### src/rtl/mips_pipe_pkg.sv
// Shared constants, FSM state type and register-match helpers for the MIPS pipeline controls.
package mips_pipe_pkg;

  localparam logic [4:0] REG_ZERO = 5'd0;

  localparam logic [1:0] FWD_REG = 2'b00;
  localparam logic [1:0] FWD_MEM = 2'b10;
  localparam logic [1:0] FWD_WB  = 2'b01;

  typedef enum logic {MW_IDLE, MW_WAIT} mw_state_e;

  // $0 is hardwired, so a write to it can never be a real producer.
  function automatic logic reg_hit(input logic [4:0] w_dst, input logic [4:0] w_src);
    return (w_dst != REG_ZERO) && (w_dst == w_src);
  endfunction

  function automatic logic [1:0] fwd_sel(input logic [4:0] w_src,
                                         input logic w_rw_mem, input logic [4:0] w_dst_mem,
                                         input logic w_rw_wb,  input logic [4:0] w_dst_wb);
    if (w_rw_mem && reg_hit(w_dst_mem, w_src)) return FWD_MEM;
    if (w_rw_wb  && reg_hit(w_dst_wb,  w_src)) return FWD_WB;
    return FWD_REG;
  endfunction

endpackage

### src/rtl/pipeline_hazard_ctrl_mem_wait_fsm.sv
// Data-memory wait tracker: freezes the pipe on a MEM-stage miss, times out after MEM_TIMEOUT waits.
module mem_wait_fsm
  import mips_pipe_pkg::*;
#(
  parameter int MEM_TIMEOUT = 64
) (
  input  logic clock,
  input  logic reset,
  input  logic mem_req_mem,
  input  logic mem_ready,
  output logic freeze,
  output logic mem_error
);

  localparam int CW = $clog2(MEM_TIMEOUT + 1);
  localparam logic [CW-1:0] LAST = CW'(MEM_TIMEOUT - 1);

  mw_state_e     r_state;
  logic [CW-1:0] r_cnt;
  logic          r_err;
  logic          w_miss;
  logic          w_timeout;

  assign w_miss    = mem_req_mem & ~mem_ready;
  // The IDLE miss cycle counts as the first wait, so WAIT with r_cnt == LAST is wait number MEM_TIMEOUT+1.
  assign w_timeout = (r_state == MW_WAIT) && w_miss && (r_cnt == LAST);
  assign freeze    = reset & w_miss & ~w_timeout;
  assign mem_error = r_err;

  always_ff @(posedge clock or negedge reset) begin
    if (!reset) begin
      r_state <= MW_IDLE;
      r_cnt   <= '0;
      r_err   <= 1'b0;
    end else begin
      case (r_state)
        MW_IDLE: begin
          if (w_miss) begin
            r_state <= MW_WAIT;
            r_cnt   <= '0;
          end
        end
        MW_WAIT: begin
          if (mem_ready) begin
            r_state <= MW_IDLE;
          end else if (w_timeout) begin
            r_state <= MW_IDLE;
            r_err   <= 1'b1;
          end else if (r_cnt != LAST) begin
            r_cnt <= r_cnt + 1'b1;
          end
        end
        default: r_state <= MW_IDLE;
      endcase
    end
  end

endmodule

### src/rtl/pipeline_hazard_ctrl.sv
// Hazard/forwarding/sequencing controller for the 5-stage MIPS pipe.
// HAZARD_PERF_CNT_EN adds saturating stall/flush/wait performance counters.
module pipeline_hazard_ctrl
  import mips_pipe_pkg::*;
#(
  parameter int MEM_TIMEOUT = 64,
  parameter int CNT_W       = 32
) (
  input  logic             clock,
  input  logic             reset,
  input  logic [4:0]       rs_id,
  input  logic [4:0]       rt_id,
  input  logic             branch_id,
  input  logic             jump_id,
  input  logic [1:0]       pc_src_id,
  input  logic [4:0]       rs_ex,
  input  logic [4:0]       rt_ex,
  input  logic [4:0]       write_reg_ex,
  input  logic             reg_write_ex,
  input  logic             mem_to_reg_ex,
  input  logic [4:0]       write_reg_mem,
  input  logic             reg_write_mem,
  input  logic             mem_to_reg_mem,
  input  logic             mem_req_mem,
  input  logic [4:0]       write_reg_wb,
  input  logic             reg_write_wb,
  input  logic             mem_ready,
  output logic             stall_if,
  output logic             stall_id,
  output logic             flush_ex,
  output logic             flush_id,
  output logic             freeze,
  output logic [1:0]       pc_src_out,
  output logic [1:0]       forward_a_ex,
  output logic [1:0]       forward_b_ex,
  output logic             mem_error
`ifdef HAZARD_PERF_CNT_EN
  ,
  output logic [CNT_W-1:0] stall_cnt,
  output logic [CNT_W-1:0] flush_cnt,
  output logic [CNT_W-1:0] wait_cnt
`endif
);

  logic w_freeze;
  logic w_lu;
  logic w_bh;
  logic w_dstall;

  mem_wait_fsm #(.MEM_TIMEOUT(MEM_TIMEOUT)) u_mem_wait (
    .clock       (clock),
    .reset       (reset),
    .mem_req_mem (mem_req_mem),
    .mem_ready   (mem_ready),
    .freeze      (w_freeze),
    .mem_error   (mem_error)
  );

  assign w_lu = mem_to_reg_ex &&
                (reg_hit(write_reg_ex, rs_id) || reg_hit(write_reg_ex, rt_id));
  // Branch operands are compared in ID, so an ALU result still in EX or a load in MEM is too late.
  assign w_bh = (branch_id || jump_id) &&
                ((reg_write_ex   && reg_hit(write_reg_ex,  rs_id)) ||
                 (mem_to_reg_mem && reg_hit(write_reg_mem, rs_id)));
  assign w_dstall = w_lu || w_bh;
  assign freeze   = w_freeze;

  always_comb begin
    stall_if     = 1'b0;
    stall_id     = 1'b0;
    flush_ex     = 1'b0;
    flush_id     = 1'b0;
    pc_src_out   = 2'b00;
    forward_a_ex = FWD_REG;
    forward_b_ex = FWD_REG;
    if (reset) begin
      if (w_freeze) begin
        stall_if = 1'b1;
        stall_id = 1'b1;
      end else if (w_dstall) begin
        stall_if = 1'b1;
        stall_id = 1'b1;
        flush_ex = 1'b1;
      end else begin
        pc_src_out = pc_src_id;
        flush_id   = |pc_src_id;
      end
      forward_a_ex = fwd_sel(rs_ex, reg_write_mem, write_reg_mem, reg_write_wb, write_reg_wb);
      forward_b_ex = fwd_sel(rt_ex, reg_write_mem, write_reg_mem, reg_write_wb, write_reg_wb);
    end
  end

`ifdef HAZARD_PERF_CNT_EN
  logic [CNT_W-1:0] r_stall_cnt, r_flush_cnt, r_wait_cnt;

  always_ff @(posedge clock or negedge reset) begin
    if (!reset) begin
      r_stall_cnt <= '0;
      r_flush_cnt <= '0;
      r_wait_cnt  <= '0;
    end else begin
      if (w_dstall && (r_stall_cnt != '1)) r_stall_cnt <= r_stall_cnt + 1'b1;
      if (flush_id && (r_flush_cnt != '1)) r_flush_cnt <= r_flush_cnt + 1'b1;
      if (w_freeze && (r_wait_cnt  != '1)) r_wait_cnt  <= r_wait_cnt  + 1'b1;
    end
  end

  assign stall_cnt = r_stall_cnt;
  assign flush_cnt = r_flush_cnt;
  assign wait_cnt  = r_wait_cnt;
`endif

endmodule

### config.mk
export PLATFORM = sky130hd
export DESIGN_NAME = pipeline_hazard_ctrl
export DESIGN_NICKNAME = d
export VERILOG_FILES = /design/src/rtl/mips_pipe_pkg.sv /design/src/rtl/pipeline_hazard_ctrl_mem_wait_fsm.sv /design/src/rtl/pipeline_hazard_ctrl.sv
export SDC_FILE = /design/constraint.sdc
export NUM_CORES = 1
export LEC_CHECK = 0
export ABC_AREA = 1
export CAP_MARGIN = 20
export CORE_ASPECT_RATIO = 0.5
export CORE_UTILIZATION = 35
export CTS_BUF_LIST = sky130_fd_sc_hd__clkbuf_4
export CTS_CLUSTER_DIAMETER = 40
export CTS_CLUSTER_SIZE = 14
export DETAILED_ROUTE_END_ITERATION = 8
export PLACE_DENSITY_LB_ADDON = 0.3
export SYNTH_ARGS = -nofsm -noshare
export SYNTH_HDL_FRONTEND = slang
export SYNTH_SLANG_ARGS = --single-unit
### constraint.sdc
create_clock -name clock -period 2.1 [get_ports clock]
set_clock_uncertainty 0.2 [all_clocks]
set_input_delay 0.315 -clock clock [delete_from_list [all_inputs] [get_ports clock]]
set_output_delay 0.315 -clock clock [all_outputs]
set_load 0.01 [all_outputs]
-- Yosys cells after proc, flatten, opt, wreduce, memory -nomap -nowiden
Cells that the tools add are included.
- input port bits: 48
- logic and storage cells: 90
- bits in registers: 9
- output and inout bits: 12
- reductions and logical operators: 27
- equality and inequality tests: 13
- muxes and demuxes: 40
- add/sub/neg operators: 1
- bitwise operators: 6
- operator list (operator ; number):
    $eq 5x5->1 ; 7
    $mux 7 ; 4
    $mux 2 ; 13
    $mux 1 ; 21
    $logic_and 1x1->1 ; 17
    $reduce_bool 5->1 ; 3
    $pmux 7 s2 ; 1
    $add 7x1->7 const B ; 1
    $eq 7x6->1 const B ; 1
    $ne 7x6->1 const B ; 1
    $ne 2x2->1 const B ; 3
    $logic_or 1x1->1 ; 4
    $reduce_and 4->1 ; 1
    $and 1x1->1 ; 3
    $not 1->1 ; 3
    $reduce_and 3->1 ; 1
    $ne 2x1->1 const B ; 1
    $pmux 1 s2 ; 1
    $reduce_or 2->1 ; 1

-- Longest topological paths before layout
- depth after elaboration: 10
- gate-level depth with buffers: 12
- gate-level depth less buffers: 11

-- Hierarchy
A second synthesis with hierarchy kept.
- cell total of the unflattened synthesis: 186
- area total of the unflattened synthesis: 1218.7 µm²
- by module, submodules not included (module ; times used ; cells each ; area each (µm²)):
    pipeline_hazard_ctrl ; 1 ; 122 ; 663.1
    mem_wait_fsm ; 1 ; 64 ; 555.5

-- Worst setup path after synthesis
No wires, ideal clock.
- path type: in2out
- start point: input port write_reg_mem[1]
- end point: output port stall_if
- arrival: 1275 ps
- cell stages on the path: 11
- setup slack: 310 ps
- path buffers: 1
- data required time: 1585 ps
- cell sequence: inv_1 > or2_2 > nand3_1 > nor2_1 > nand2_1 > nand2_1 > nand2_1 > nand2_2 > nand2_1 > nand2_1 > buf_4
- cells in the longest elaborated chain, start to end: 9
- elaborated cells between the ends (all ways): 10
- RTL lines (element ; RTL line ; text):
    from (decl) ; pipeline_hazard_ctrl.sv:21 ; input logic [4:0] write_reg_mem,
    $eq 5x5->1 or $reduce_bool 5->1 (tied branches) ; mips_pipe_pkg.sv:14 ; return (w_dst != REG_ZERO) && (w_dst == w_src);
    $logic_and 1x1->1 (*) ; mips_pipe_pkg.sv:14 ;
    $logic_and 1x1->1 (*) ; pipeline_hazard_ctrl.sv:64 ; (mem_to_reg_mem && reg_hit(write_reg_mem, rs_id)));
    $logic_or 1x1->1 (*) ; pipeline_hazard_ctrl.sv:63 ; ((reg_write_ex && reg_hit(write_reg_ex, rs_id)) ||
    $logic_and 1x1->1 (*) ; pipeline_hazard_ctrl.sv:62 ; assign w_bh = (branch_id || jump_id) &&
    $logic_or 1x1->1 (*) ; pipeline_hazard_ctrl.sv:65 ; assign w_dstall = w_lu || w_bh;
    $mux 1 (*) (3 in series) ; -- ;
    to (decl) ; pipeline_hazard_ctrl.sv:28 ; output logic stall_if,
Mark *: on every way between the ends. The rest lies on a longest branch, timed or not.

-- Worst setup path in the final report
- start point: input port mem_req_mem
- end point: output port flush_id
- cells in the longest elaborated chain, start to end: 7
- elaborated cells between the ends (all ways): 8
- RTL lines (element ; RTL line ; text):
    from (decl) ; pipeline_hazard_ctrl.sv:24 ; input logic mem_req_mem,
    $and 1x1->1 (*) ; pipeline_hazard_ctrl_mem_wait_fsm.sv:24 ; assign w_miss = mem_req_mem & ~mem_ready;
    $logic_and 1x1->1 (2 in series) ; pipeline_hazard_ctrl_mem_wait_fsm.sv:26 ; assign w_timeout = (r_state == MW_WAIT) && w_miss && (r_cnt == LAST);
    $not 1->1 ; pipeline_hazard_ctrl_mem_wait_fsm.sv:27 ; assign freeze = reset & w_miss & ~w_timeout;
    $and 1x1->1 (*) ; pipeline_hazard_ctrl_mem_wait_fsm.sv:27 ;
    $mux 1 (*) ; pipeline_hazard_ctrl.sv:77 ; if (w_freeze) begin
    $mux 1 (*) ; pipeline_hazard_ctrl.sv:76 ; if (reset) begin
    to (decl) ; pipeline_hazard_ctrl.sv:31 ; output logic flush_id,
Marked as above.

==> out/qor.csv <==
stage;metric;value;unit
setup_path;Critical Path Stages;9;
pwr;power density of the placed cells;315.1;mW/mm²
yosys;number of distinct library cells after synthesis;34;
floorplanning;Die Height;42.71;µm
clocking;number of buffers inserted during clock tree synthesis;3;
timing;Final period util;0.9591;
clocking;Clock transition at path regs;0.06;ns
yosys;FFs w/ async S/R, synth;1.000;
drt;routed length on met1;1.758;mm
final_layout;area added between synthesis and finish;82.31;%
yosys;cell taking the most area after synthesis;dfrtp_1;
floorplanning;die footprint;0.003562;mm²
floorplanning;DIE WIDTH;83.41;µm
global_route;global route overflow;0;
yosys;Post-Synthesis Mean Instance Area;6.373;µm²
setup_path;required arrival time at the worst endpoint;1.58;ns
placement;Placed Cells;311;
setup_path;Largest delay share family, worst path;buffers and inverters;
global_route;first-pass GRT wire length;6.230;mm
pwr;Leak;0.001185;µW
setup_path;Buf+Inv Stages, Crit Path;4;
floorplanning;effective utilization at floorplan;0.3762;
final_layout;sequential cell area;225.2;µm²
hold_path;worst hold path type;reg2reg;
clocking;H-tree lvl count;1;
final_layout;Post-layout nets;330;
pwr;Worst IR Drop VDD;0.2415;mV
timing;worst slew slack as a fraction of its limit;0.7772;
run_status;outcome;finished, final reports clean;
yosys;most frequent cell after synthesis;nand2_1;
hold_path;hold-critical path depth;1;
floorplanning;Top-Level Pins;60;
drt;Final Routed Wirelength;3.811;mm
timing;number of max-slew violations in the final report;0;
placement;buffers added on ports;59;
placement;Detailed Place HPWL;3.073;mm
drt;DRT antenna net count;0;
yosys;post-synthesis sequential area ratio;0.1942;
yosys;total nets after synthesis;231;
yosys;number of flops mapped to enable cells by yosys;0;
timing;total count of hold-check failures in the final report;0;
final_layout;share of layout cells above drive strength 1;0.3786;
yosys;netlist area before placement;0.001160;mm²
timing;maximum clock frequency;496.5;MHz
final_layout;diodes inserted;0;
yosys;cell count after synthesis;182;
setup_path;kind of capture point of the worst setup path;output port;
setup_path;max incr delay on CP;0.45;ns
drt;DRC violations left;0;
global_route;number of global-route vias before repair;1430;
final_layout;final non-filler cell area;0.002115;mm²
timing;setup repair after global routing missed its margin;true;
setup_path;slowest cell on the critical path;clkdlybuf4s50_1;
drt;Initial DRC Count;34;
setup_path;path depth of the worst reg2reg path;11;
clocking;Clock Sinks;9;
floorplanning;placeable core region;0.003083;mm²
global_route;All-Layer GR Usage;0.2218;
clocking;maximum clock insertion buffer count;2;
clocking;clock tree from TritonCTS;built;
timing;number of setup violations in the final report;0;
yosys;synth cell count leaders;nand2_1 (44), inv_1 (27), nor2_1 (21), nand3_1 (14), xnor2_1 (13);
yosys;number of warning messages in the yosys log;0;
flow_run;max-cap violations;0;
drt;detailed-route vias per instance;4.600;
global_route;antenna violations before repair;0;
drt;highest routed metal layer;met4;
final_layout;count of filler cells inserted in the layout;297;
drt;met3 wire len;92;µm
floorplanning;placement row count;14;
placement;last weighted congestion value of the routability-driven placer;0.8911;
placement;placed cell area;0.002029;mm²
yosys;most used flip-flop cell after synthesis;dfrtp_1;
timing;clock period minus worst slack;2.014;ns
setup_path;critical path cell sequence;clkdlybuf4s50_1 -> inv_1 -> nor2_2 -> inv_1 -> nor2_2 -> nand2_4 -> o211ai_1 -> nor2_1 -> buf_2;
yosys;number of flip-flops and latches in the synthesized netlist;9;
drt;Wirelength per Cell;11.91;µm
setup_path;critical path startpoint category;input port;
setup_path;critical setup path kind;in2out;
yosys;portion of synthesized cell area occupied by the leading cell type;0.1942;
setup_path;maximum fanout along the worst path;6;
drt;met2 wire length;1.936;mm
drt;Vias;1472;
yosys;Area contributors post-synth;dfrtp_1 (19%), nand2_1 (14%), xnor2_1 (9.8%), inv_1 (8.7%), nor2_1 (6.8%);
timing;Worst-Margin Slew;0.3317;ns
setup_path;data arrival time of the critical path;1.50;ns
global_route;largest net degree at the start of global routing;10;
final_layout;multi-input gate area in the final layout;930.9;µm²
drt;iteration count of the initial detailed-routing pass;4;
clocking;worst skew pair latency;0.26;ns
clocking;root buffer cell;clkbuf_4;
final_layout;post-route non-filler standard cell count;320;
-- what timing repair did --
action | in CTS | in global routing
hold endpoints to repair | 0 | 9
pin swaps | 25 | 33
endpoints found under the setup margin | 11 | 11
buffers inserted | 2 | 1
hold buffers | 0 | 2
resized for setup | 87 | 58
-- layer usage --
metal  vias up  global-route usage
met5         -                   0
met4         0             0.06102
met3         4             0.01167
met2        30              0.4082
met1       660              0.2891
li1        778                   -
-- report_power, final --
group / total [µW] / internal [µW] / leakage, µW / switching, µW
clock network: 147 / 86.2 / 0.0000184 / 61.3
registers: 191 / 184 / 0.000121 / 6.71
logic: 328 / 171 / 0.00104 / 157
-- registers in the layout, indices dropped and copies added (netlist names) --
register              flops
u_mem_wait.r_cnt          7
u_mem_wait.mem_error      1
u_mem_wait.r_state        1
-- through the flow --
step	power, µW	setup WS, ns	util	TNS (ns)	hold WS [ns]
2_1_floorplan	321.2	0.3100	-	0	-0.1806
3_3_place_gp	508.0	-0.5920	0.6583	-5.851	0.2942
3_5_place_dp	517.0	-0.6505	0.6583	-6.329	0.2962
4_1_cts	655.9	0.002852	0.6660	0	0.2590
5_1_grt	709.6	-0.02067	0.6859	-0.02369	0.3377
6_report	666.2	0.08584	0.6859	0	0.3108
-- final cells by class --
type	count	area share
multi-input combinational	142	0.4402
inverter	29	0.05266
tap	40	0.02367
sequential	9	0.1065
timing repair buffer	96	0.3627
clock buffer	4	0.01420
-- layout by cell type, fill, tap and decap left out, types with 2 or more instances in the layout --
master / count
a211oi_1: 2
a21oi_1: 4
buf_2: 9
buf_4: 34
buf_6: 2
clkbuf_2: 15
clkbuf_4: 4
clkdlybuf4s50_1: 10
dfrtp_1: 9
dlygate4sd2_1: 13
dlygate4sd3_1: 2
dlymetal6s2s_1: 10
inv_1: 21
inv_2: 7
nand2_1: 39
nand2_2: 4
nand2_4: 4
nand3_1: 11
nand3_2: 3
nor2_1: 18
nor2_2: 3
nor2_4: 2
nor3_2: 2
nor4_2: 2
o21ai_0: 4
o22ai_1: 5
or2_2: 2
xnor2_1: 10
xnor2_2: 3
xor2_1: 8
-- final timing paths --
path	start	endpoint	slack, ns
min	u_mem_wait.mem_error$_DFFE_PN0P_	u_mem_wait.mem_error$_DFFE_PN0P_	0.31
max	mem_req_mem	flush_id	0.09
max in group asynchronous	reset	u_mem_wait.r_cnt[6]$_DFFE_PN0P_	1.01
min in group asynchronous	reset	u_mem_wait.r_cnt[2]$_DFFE_PN0P_	0.49
min reg2reg	u_mem_wait.mem_error$_DFFE_PN0P_	u_mem_wait.mem_error$_DFFE_PN0P_	0.31
max reg2reg	u_mem_wait.r_cnt[1]$_DFFE_PN0P_	u_mem_wait.r_cnt[5]$_DFFE_PN0P_	0.44
-- cells by family after synthesis --
group,Yosys count,share of synthesized area
DFF,9,0.1942
adders and majority gates,1,0.01079
and+or+nand+nor,98,0.4045
AOI/OAI and AO/OA,22,0.1262
xor gates and xnor gates,21,0.1586
buffers and inverters,31,0.1057
No activity file was read; power rests on OpenSTA's default activity.
